File: config.mk
export PLATFORM = sky130hd
export DESIGN_NAME = im_loader
export DESIGN_NICKNAME = d
export VERILOG_FILES = /design/src/rtl/im_loader.sv
export SDC_FILE = /design/constraint.sdc
export NUM_CORES = 1
export LEC_CHECK = 0
export ABC_AREA = 1
export CORE_UTILIZATION = 56
export DETAILED_ROUTE_END_ITERATION = 16
export GPL_TIMING_DRIVEN = 0
export PLACE_DENSITY = 0.84
export SETUP_SLACK_MARGIN = 0.02
export SLEW_MARGIN = 40
export SYNTH_ARGS = -nofsm -noshare
export SYNTH_HDL_FRONTEND = slang
export SYNTH_SLANG_ARGS = --single-unit
File: constraint.sdc
create_clock -name clk -period 3.7 [get_ports clk]
set_input_delay 1.11 -clock clk [delete_from_list [all_inputs] [get_ports clk]]
set_output_delay 1.11 -clock clk [all_outputs]
set_load 0.02 [all_outputs]
File: src/rtl/im_loader.sv
// im_loader: program loader for the instruction memory write port.
// Accepts a byte stream over valid/ready, takes the first byte as the word
// count N (0 means 256), assembles 16-bit words high byte first, and writes
// each word to consecutive addresses starting at BASE_ADDR.
//
// Ports:
//   clk, rst_n      clock, asynchronous active-low reset
//   start           begin a load (honoured only in IDLE or DONE)
//   byte_valid      byte_data holds a valid stream byte
//   byte_data       stream byte
//   byte_ready      loader accepts a byte this cycle
//   wr_instruction  word to the instruction memory
//   wr_add          instruction memory address
//   wr_enable       one-cycle write strobe per word
//   busy            load in progress
//   done            program in place, held until next start or reset
//   word_count      words written in the current or last load
module im_loader #(
  parameter logic [7:0] BASE_ADDR = 8'h00
) (
  input  logic        clk,
  input  logic        rst_n,
  input  logic        start,
  input  logic        byte_valid,
  input  logic [7:0]  byte_data,
  output logic        byte_ready,
  output logic [15:0] wr_instruction,
  output logic [7:0]  wr_add,
  output logic        wr_enable,
  output logic        busy,
  output logic        done,
  output logic [8:0]  word_count
);

  localparam int unsigned DW = 8;
  localparam int unsigned IW = 16;
  localparam int unsigned AW = 8;
  localparam int unsigned CW = 9;

  typedef enum logic [2:0] {
    S_IDLE,
    S_COUNT,
    S_HI,
    S_LO,
    S_WRITE,
    S_DONE
  } state_e;

  state_e          state_q, state_d;
  logic [CW-1:0]   n_q, n_d;
  logic [CW-1:0]   wc_q, wc_d;
  logic [CW-1:0]   wc_inc;
  logic [AW-1:0]   add_q, add_d;
  logic [DW-1:0]   hi_q, hi_d;
  logic [IW-1:0]   instr_q, instr_d;
  logic            byte_ready_q, byte_ready_d;
  logic            wr_enable_q, wr_enable_d;
  logic            busy_q, busy_d;
  logic            done_q, done_d;
  logic            xfer;

  // Handshake is qualified by the registered ready, which tracks the state.
  assign xfer   = byte_valid && byte_ready_q;
  assign wc_inc = CW'(wc_q + CW'(1));

  // Next-state, datapath and next-output decode.
  always_comb begin
    state_d = state_q;
    n_d     = n_q;
    wc_d    = wc_q;
    add_d   = add_q;
    hi_d    = hi_q;
    instr_d = instr_q;
    unique case (state_q)
      S_IDLE: begin
        if (start) state_d = S_COUNT;
      end
      S_COUNT: begin
        if (xfer) begin
          // A count byte of zero encodes a full 256-word image.
          n_d     = (byte_data == '0) ? CW'(256) : CW'(byte_data);
          wc_d    = '0;
          add_d   = BASE_ADDR;
          state_d = S_HI;
        end
      end
      S_HI: begin
        if (xfer) begin
          hi_d    = byte_data;
          state_d = S_LO;
        end
      end
      S_LO: begin
        if (xfer) begin
          instr_d = {hi_q, byte_data};
          state_d = S_WRITE;
        end
      end
      S_WRITE: begin
        // Address wraps naturally at 8 bits.
        add_d   = AW'(add_q + AW'(1));
        wc_d    = wc_inc;
        state_d = (wc_inc == n_q) ? S_DONE : S_HI;
      end
      S_DONE: begin
        if (start) state_d = S_COUNT;
      end
      default: state_d = S_IDLE;
    endcase

    // Outputs are registered from the next state so they line up with it.
    byte_ready_d = (state_d == S_COUNT) || (state_d == S_HI) || (state_d == S_LO);
    wr_enable_d  = (state_d == S_WRITE);
    busy_d       = (state_d == S_COUNT) || (state_d == S_HI) ||
                   (state_d == S_LO)    || (state_d == S_WRITE);
    done_d       = (state_d == S_DONE);
  end

  // State, datapath and output registers.
  always_ff @(posedge clk or negedge rst_n) begin
    if (!rst_n) begin
      state_q      <= S_IDLE;
      n_q          <= '0;
      wc_q         <= '0;
      add_q        <= BASE_ADDR;
      hi_q         <= '0;
      instr_q      <= '0;
      byte_ready_q <= 1'b0;
      wr_enable_q  <= 1'b0;
      busy_q       <= 1'b0;
      done_q       <= 1'b0;
    end else begin
      state_q      <= state_d;
      n_q          <= n_d;
      wc_q         <= wc_d;
      add_q        <= add_d;
      hi_q         <= hi_d;
      instr_q      <= instr_d;
      byte_ready_q <= byte_ready_d;
      wr_enable_q  <= wr_enable_d;
      busy_q       <= busy_d;
      done_q       <= done_d;
    end
  end

  assign byte_ready     = byte_ready_q;
  assign wr_instruction = instr_q;
  assign wr_add         = add_q;
  assign wr_enable      = wr_enable_q;
  assign busy           = busy_q;
  assign done           = done_q;
  assign word_count     = wc_q;

endmodule

==> results.sh <==
export IMPL_status="finished clean"
export IMPL_reg2reg_from="word_count[1]"
export IMPL_power_density_nw_per_um2=896
export IMPL_syn_area_um2=2750
export IMPL_switching_share=0.399
export IMPL_critical_path_startpoint_type="register"
export IMPL_crit_path_cell_trace="clkdlybuf4s50_1"
export IMPL_core_area_um2=4720
export IMPL_vdd_drop_max_v=0.000547
export IMPL_ys_ff_latch=57
export IMPL_clk_latency_ns=0.35
export IMPL_io_pins=49
export IMPL_seq_power_share=0.342
export IMPL_yosysSeqAreaShare=0.518
export IMPL_clockPowerShare=0.228
export IMPL_synth_xor_area_frac=0.00954
export IMPL_vias=2462
export IMPL_synth_area_mux_share=0.00727
export IMPL_fin_setup_tns_ns=0
export IMPL_syn_inst=330
export IMPL_worstHoldPathType="reg -> reg"
export IMPL_mostFrequentLayoutCells="nand2_1, dfrtp_1, clkdlybuf4s50_1"
export IMPL_htree_num_levels=3
export IMPL_synthArstFlopShare=1.00
export IMPL_seqCellArea_um2=1430
export IMPL_cts_buffers=9
export IMPL_multi_input_area_um2=1130
export IMPL_fin_crit_ns=2.61
export IMPL_critPathCaptureType="output pin"
export IMPL_synth_flop_cell="dfrtp_1"
export IMPL_via_per_inst=5.33
export IMPL_final_util=0.758
export IMPL_synthToLayoutAreaGrowth_pct=30.0
export IMPL_synth_compound_area_share=0.104
export IMPL_yosys_warnings=0
export IMPL_wire_per_inst_um=14.4
export IMPL_cts_hold_buf=0
export IMPL_use_met1=0.372
export IMPL_critical_path_buf_inv_count=1
export IMPL_r2r_setup_slack_ns=1.58
export IMPL_clock_fmax_ghz=0.383
export IMPL_synth_cell_types=32
export IMPL_max_slew_margin_rel=0.463
export IMPL_p_comb_frac=0.430
export IMPL_place_gp_congestion=0.856
export IMPL_cp_slowest_cell="clkdlybuf4s50_1"
export IMPL_first_global_vias=2388
export IMPL_clock_path_buffers=2
export IMPL_critPathMaxFanout=7
export IMPL_n_fill_cell=338
export IMPL_use_met3=0.0694
export IMPL_cts_tree="yes"
export IMPL_dieArea_um2=5200
export IMPL_worst_pin_slew_ns=0.802
export IMPL_nNetsFinal=404
export IMPL_arrival_ns=1.50
export IMPL_layout_drive_gt1_share=0.124
export IMPL_setup_viol=0
export IMPL_port_buffers=48
export IMPL_ant_nets=0
export IMPL_gr_total_overflow=0
export IMPL_syn_nets=344
export IMPL_antenna_found_initial=0
export IMPL_synth_top_family_by_area="simple AND/OR/NAND/NOR gates"
export IMPL_n_antenna_cell=0
export IMPL_p_int_w=0.00193
export IMPL_grt_use_total=0.281
export IMPL_reg2reg_depth=13
export IMPL_ctsResizeCount=0
export IMPL_cts_root_buf="clkbuf_8"
export IMPL_hold_viol=0
export IMPL_die_h_um=72.1
export IMPL_crit_type="reg -> out"
export IMPL_crit_cells=1
export IMPL_rows=25
export IMPL_initial_utilization=0.583
export IMPL_grt_setup_unrepaired="no"
export IMPL_wl_um=6650
export IMPL_grt_max_degree=41
export IMPL_drc=0
export IMPL_max_stage_delay_ns=0.66
export IMPL_busiest_layer="met2"
export IMPL_hold_ws_ns=0.492
export IMPL_use_met2=0.436
export IMPL_synth_edff_count=0
export IMPL_grt_pass1_wl_um=10900
export IMPL_drt_first_iter_violations=208
export IMPL_yosys_area_share_simple=0.281
export IMPL_drt_first_pass_iters=4
export IMPL_timing_final_crit_share=0.706
export IMPL_die_w_um=72.1
export IMPL_skew_ns=0.00697
export IMPL_cts_setup_buffers=0
export IMPL_power_switching_w=0.00128
export IMPL_numClockSinks=57
export IMPL_drv_cap=0
export IMPL_synth_adder_area_share=0.00909
export IMPL_dpl_hpwl_um=4680
export IMPL_final_common_cell="nand2_1"
export IMPL_p_leak_nw=1.66
export IMPL_cp_top_family="buffers and inverters"
export IMPL_clk_pin_slew_ns=0.07
export IMPL_slew_viol_final=0
export IMPL_r2r_end="busy"
export IMPL_syn_area_per_cell_um2=8.35
export IMPL_crit_end="word_count[1]"
export IMPL_startpoint="word_count[1]"
export IMPL_worstPathRequired_ns=2.59
area by class of cell:
type / instances / share of cell area
inverter: 43 / 0.0451
clock buffer: 11 / 0.0395
tap: 67 / 0.0234
timing repair buffer: 49 / 0.139
clock inverter: 5 / 0.0287
multi-input combinational: 222 / 0.316
sequential: 57 / 0.398
buffer: 8 / 0.00979
synthesized netlist by cell type (4+ instances only):
library cell  number  area (µm²)
nor2_4             4        45.0
nor2_2             4        25.0
nor2_1            16        60.1
nand4_1            5        31.3
dfrtp_1           57        1430
nand2_1           87         327
o21ai_0           42         210
inv_2              5        18.8
inv_1             38         143
nand3_1           26         130
nand2_2           11        68.8
clkbuf_1           6        22.5
routing by layer:
layer / share of wire / wire length, µm / vias to the layer above
li1: - / - / 1194
met1: 0.44 / 2900 / 1184
met2: 0.50 / 3300 / 72
met3: 0.050 / 331 / 12
met4: 0.018 / 120 / 0
met5: 0 / 0 / -
sequential cells by signal, summed over array words and instances, names as in the netlist:
name and flops:
state_q 3, done 1, wr_enable 1, hi_q 8, wr_add 8, wr_instruction 16
n_q 9, busy 1, byte_ready 1, word_count 9
cells by family after synthesis:
| logic type | count (synthesis) |
|---|---|
| adders and majority gates | 2 |
| muxes | 2 |
| xor gates and xnor gates | 3 |
| buffers and inverters | 51 |
| DFF | 57 |
| and+or+nand+nor | 164 |
| AOI/OAI and AO/OA | 51 |
how the worst min path moves through the flow:
stage                       start                 end  cells past startpoint
2_1_floorplan              n_q[8]              n_q[8]                      2
3_3_place_gp            wr_add[7]           wr_add[7]                      1
6_report                wr_add[7]           wr_add[7]                      1
5_1_grt        wr_instruction[11]  wr_instruction[11]                      2
3_5_place_dp    wr_instruction[8]   wr_instruction[8]                      2
4_1_cts                 wr_add[7]           wr_add[7]                      1
power by group through the flow:
| stage | Sequential (W) | Clock (W) | Combinational (W) |
|---|---|---|---|
| 2_1_floorplan | 0.00127 | 0 | 0.000654 |
| 3_3_place_gp | 0.00109 | 0 | 0.00132 |
| 3_5_place_dp | 0.00110 | 0 | 0.00136 |
| 4_1_cts | 0.00109 | 0.000730 | 0.00138 |
| 5_1_grt | 0.00113 | 0.000759 | 0.00151 |
| 6_report | 0.00110 | 0.000731 | 0.00138 |
per-stage QoR:
stage	power (W)	std cells	area, µm²	worst slack, ns
6_report	0.00321	462	3580	1.09
5_1_grt	0.00340	462	3580	1.02
4_1_cts	0.00320	462	3580	1.10
3_5_place_dp	0.00246	446	3340	0.804
3_3_place_gp	0.00240	445	3320	-0.193
2_1_floorplan	0.00192	330	2750	1.72
Note: power is estimated with default switching activity, not from simulation.
==> RTL edit 1, RTL diff (same flow settings) <==
The 6 states of `state_e` get a one-hot encoding in 6 bits.
--- a/src/rtl/im_loader.sv
+++ b/src/rtl/im_loader.sv
@@ -38,11 +38,11 @@
   localparam int unsigned CW = 9;
 
-  typedef enum logic [2:0] {
-    S_IDLE,
-    S_COUNT,
-    S_HI,
-    S_LO,
-    S_WRITE,
-    S_DONE
+  typedef enum logic [5:0] {
+    S_IDLE  = 6'b000001,
+    S_COUNT = 6'b000010,
+    S_HI    = 6'b000100,
+    S_LO    = 6'b001000,
+    S_WRITE = 6'b010000,
+    S_DONE  = 6'b100000
   } state_e;
 
Formal check against the unedited RTL: same outputs for any inputs over 10 cycles, from zero or initial values and one cycle with rst_n low; not proved beyond that.
==> RTL edit 1 against the original RTL <==
Worst setup slack gained 0.047 ns. Global-route usage fell by 2.2 points. Power fell by 21%. Final cell count decreased by 2.2%. Sequential cell count increased by 3. Routed wire length decreased by 11%. Area after synthesis rose by 1.0%. Sequential share of layout area grew 2.3 points. Cell area down 0.42%. Combinational power is 33% lower. Critical path type unchanged. Largest power group is now sequential cells.
==> RTL edit 1: results (changes against the original RTL) <==
Status = completed
Clock Skew = 0.003919 ns (-0.003051 ns)
Synth Net Count = 334 (-2.9%)
Worst-Margin Slew = 0.4006 ns (-0.4013 ns)
CP Launch Point = word_count[3]
Max Fanout on Critical Path = 6 (-1)
Synth top cells by count = nand2_1, dfrtp_1, inv_1, nand3_1, o21ai_1
Post-synthesis sequential area ratio = 54.03% (+2.2 points)
Dpl ws = 1.054 ns (+0.2495 ns)
Post-layout nets = 394 (-2.5%)
Crit share post-route = 69.28% (-1.3 points)
Setup crit end = word_count[3]
Arr. time, crit path = 1.45 ns (-0.05 ns)
Avg Inst Size Synth = 8.692 µm² (+4.2%)
DR vias/cell = 5.128 (-3.8%)
Routed length per placed instance = 13.11 µm (-8.9%)
VDD IR max = 0.0005174 V (-5.5%)
Top post-synthesis cells by area = dfrtp_1, nand2_1, inv_1
Vias in the first global route = 2256 (-5.5%)
Total Routing Usage GR = 25.87% (-2.2 points)
Placed cells = 436 (-2.2%)
Share of layout cells above drive strength 1 = 12.47% (+0.062 points)
Total wire length = 5925 µm (-11%)
Worst r2r src = word_count[0]
Filler cells = 368 (+8.9%)
RTL edit 1: cell types whose count changed in the layout (fill, tap and decap cells not counted), moves of 6 or more:
cell,before,now
clkbuf_1,7,0
nand2_2,11,1
nand2_1,87,102
o21ai_0,42,14
o21ai_1,0,18
inv_1,38,32
RTL edit 1: worst min-delay path by stage:
stage | from | end | cells past startpoint
final | wr_instruction[12] | wr_instruction[12] | 2
after global routing | wr_instruction[12] | wr_instruction[12] | 2
after CTS | wr_instruction[10] | wr_instruction[10] | 2
after detailed placement | wr_instruction[14] | wr_instruction[14] | 2
after global placement | wr_instruction[10] | wr_instruction[10] | 2
after floorplan | hi_q[2] | wr_instruction[10] | 2
RTL edit 1: routing by layer:
metal / share of wire, % / track usage [%]
met2: 49 / 41.12
met4: 1.4 / 12.85
met3: 4.8 / 5.000
met1: 45 / 34.14
met5: 0 / 0
RTL edit 1: per-stage QoR:
step	power [µW]	cell area, µm²	TNS [ns]	hold WS [ns]
finish	2542	3565	0	0.4739
global route	2710	3565	0	0.5013
detailed placement	1946	3363	0	0.4658
global placement	1908	3346	-20.94	0.4578
CTS	2551	3565	0	0.4829
floorplan	1601	2781	0	0.4494
RTL edit 1: power breakdown:
group | internal [µW] | switching [µW]
Combinational | 407 | 515
Sequential | 848 | 178
Clock | 328 | 267
Total | 1580 | 959
RTL edit 1: cell families (layout without fill, tap and decap cells):
| family | after synthesis | count (layout) | share of synthesized area [%] |
|---|---|---|---|
| compound gates | 45 | 45 | 8.862 |
| xor+xnor | 4 | 4 | 1.755 |
| fa+ha+maj | 2 | 2 | 0.8995 |
| buf+inv | 46 | 111 | 6.658 |
| flops | 60 | 60 | 54.03 |
| mux | 1 | 1 | 0.3599 |
| simple gates | 162 | 162 | 27.44 |
RTL edit 1: cell type report:
type | count | area share [%]
Sequential cell | 60 | 42.16
Clock inverter | 6 | 1.790
Tap cell | 67 | 2.352
Multi-Input combinational cell | 214 | 30.68
Timing Repair Buffer | 49 | 13.97
Clock buffer | 10 | 3.861
Buffer | 5 | 0.8775
Inverter | 41 | 4.317
==> RTL edit 2, RTL diff (same flow settings) <==
Made on the original files. Reset style: synchronous (`rst_n`), changed in one clocked block. Comments in the files are not updated.
--- a/src/rtl/im_loader.sv
+++ b/src/rtl/im_loader.sv
@@ -118,5 +118,5 @@
 
   // State, datapath and output registers.
-  always_ff @(posedge clk or negedge rst_n) begin
+  always_ff @(posedge clk) begin
     if (!rst_n) begin
       state_q      <= S_IDLE;
Check against the original RTL: differs if rst_n is asserted again (counterexample within 4 cycles, from zero or initial values and one cycle with rst_n low); with rst_n held inactive, the same outputs for 10 cycles.
==> RTL edit 2 against the original RTL <==
Count of clock-buffer cells in the layout rose by 1. Routed wire length about the same. First-iteration DRC count increased by 1.9%. Via count increased by 4.5%. Sequential share of layout area shrank 5.4 points. Cell area is 7.3% lower. Worst setup slack better by 0.041 ns. Sequential cell count stayed put. Area after synthesis fell by 8.8%. Die area decreased by 8.6%. Clock skew is 0.0032 ns higher. Largest cell class is now multi-input combinational cells.
Power is not compared: it rests on default switching activity, and its combinational part moved more than twofold at a synthesized area within 25%.
==> RTL edit 2: results (changes against the original RTL) <==
Status = completed
CTS Root Cell = clkbuf_8
Hold path cells = 2 (+1)
Max Fanout on Critical Path = 7 (unchanged)
Hold Vio Cnt, Final = 0 (unchanged)
H-tree Lvls = 3 (unchanged)
Synth top cells by count = nor2_1, nand2_1, dfxtp_1, o21ai_0, nand3_1
1st-iter DRT viols = 212 (+1.9%)
Critical path's slowest cell = clkdlybuf4s50_1
Routability cong. = 0.8908 (+4.0%)
Top post-synthesis cells by area = dfxtp_1, nor2_1, nand2_1
Min-delay worst type = reg -> reg
YS warnings = 0 (unchanged)
Post-synth ARST share = 0% (-100 points)
Routed length per placed instance = 14.37 µm (-0.17%)
Clock Skew = 0.01017 ns (+0.003197 ns)
CTS Buffer Depth = 2 (unchanged)
Worst-Margin Slew = 0.5930 ns (-0.2089 ns)
Max FFs per register = 16 (unchanged)
Arr. time, crit path = 1.46 ns (-0.04 ns)
PostCTS Resize Cnt = 0 (unchanged)
Cell type group with the largest total delay on the critical path = buffers and inverters
Share of layout cells above drive strength 1 = 10.41% (-2.0 points)
DR vias/cell = 5.555 (+4.2%)
Post-synthesis sequential area ratio = 45.44% (-6.4 points)
WHS Endpoint = n_q[7]
Total Routing Usage GR = 30.25% (+2.1 points)
Total CTS buffers = 9 (unchanged)
Via count = 2572 (+4.5%)
Worst Path Buf+Inv = 1 (unchanged)
First-pass GRT wire length = 10450 µm (-4.4%)
Largest net degree at the start of global routing = 11 (-73%)
IO buf count = 48 (unchanged)
DRT Pass-1 Iters = 4 (unchanged)
Clock-pin slew of the registers on the worst-case setup and hold paths = 0.07 ns (about the same)
Worst-Skew Late Latency = 0.34 ns
Avg Inst Size Synth = 7.195 µm² (-14%)
Worst r2r src = word_count[0]
Worst Min Path Start = n_q[7]
Leakage = 0.001232 µW
Setup repair bufs after CTS = 0 (unchanged)
Initial antenna violation count = 0 (unchanged)
Vias in the first global route = 2301 (-3.6%)
Dpl ws = 0.8387 ns (+0.03446 ns)
Hpwl dp = 4430 µm (-5.3%)
# diodes = 0 (unchanged)
Reg2reg setup slack = 1.70 ns (+0.12 ns)
Synth Net Count = 363 (+5.5%)
Placed cells = 447 (+0.22%)
Post-layout nets = 422 (+4.5%)
Reg2reg path depth = 12 (-1)
VDD IR max = 0.0004318 V
Distinct cell type count after synthesis = 32 (unchanged)
R2r endpoint = busy
Max stage delay on crit path = 0.66 ns (about the same)
==> RTL edit 2: how the worst max path moves through the flow <==
stage	from	to	slack [ns]	cells past startpoint
after floorplan	byte_valid	busy	1.52	10
after global placement	byte_valid	busy	0.88	11
after detailed placement	byte_valid	busy	0.84	11
after CTS	word_count[0]	word_count[0]	1.14	1
after global routing	byte_valid	busy	1.03	11
final	word_count[0]	word_count[0]	1.13	1
==> RTL edit 2: final cells by class <==
cell class                 count  area [µm²]
buffer                        10       41.29
clock buffer                  12       165.2
clock inverter                 4       97.59
fill                         293       827.0
inverter                      32       120.1
multi-input combinational    250        1209
sequential                    57        1141
tap                           50       62.56
timing repair buffer          48       480.5
==> RTL edit 2: power breakdown <==
| part | leakage [µW] | switching, µW | internal (µW) |
|---|---|---|---|
| registers | 0.000460 | 5.83 | 622 |
| clock network | 0.000129 | 259 | 503 |
| logic | 0.000643 | 49.7 | 31.5 |
| total | 0.00123 | 314 | 1160 |
==> RTL edit 2: cell families (layout without fill, tap and decap cells) <==
logic type / Yosys count / after routing / share of synthesized area, %
simple gates: 176 / 176 / 31.09
compound gates: 70 / 70 / 15.35
flops: 57 / 57 / 45.44
buf+inv: 42 / 106 / 6.427
fa+ha+maj: 2 / 2 / 0.9964
xor+xnor: 2 / 2 / 0.6977
==> RTL edit 2: metrics by stage <==
stage	cell area, µm²	utilization [%]	hold WS, ns
2_1_floorplan	2511	-	0.4445
3_3_place_gp	3054	73.70	0.4577
3_5_place_dp	3054	73.70	0.4702
4_1_cts	3317	80.04	0.4794
5_1_grt	3317	80.04	0.5049
6_report	3317	80.04	0.4776
==> RTL edit 2: layer usage <==
layer / share of wire [%] / global-route usage [%]
met4: 2.4 / 15.56
met5: 0 / 0
met2: 48 / 48.42
met3: 5.7 / 6.414
met1: 44 / 38.09
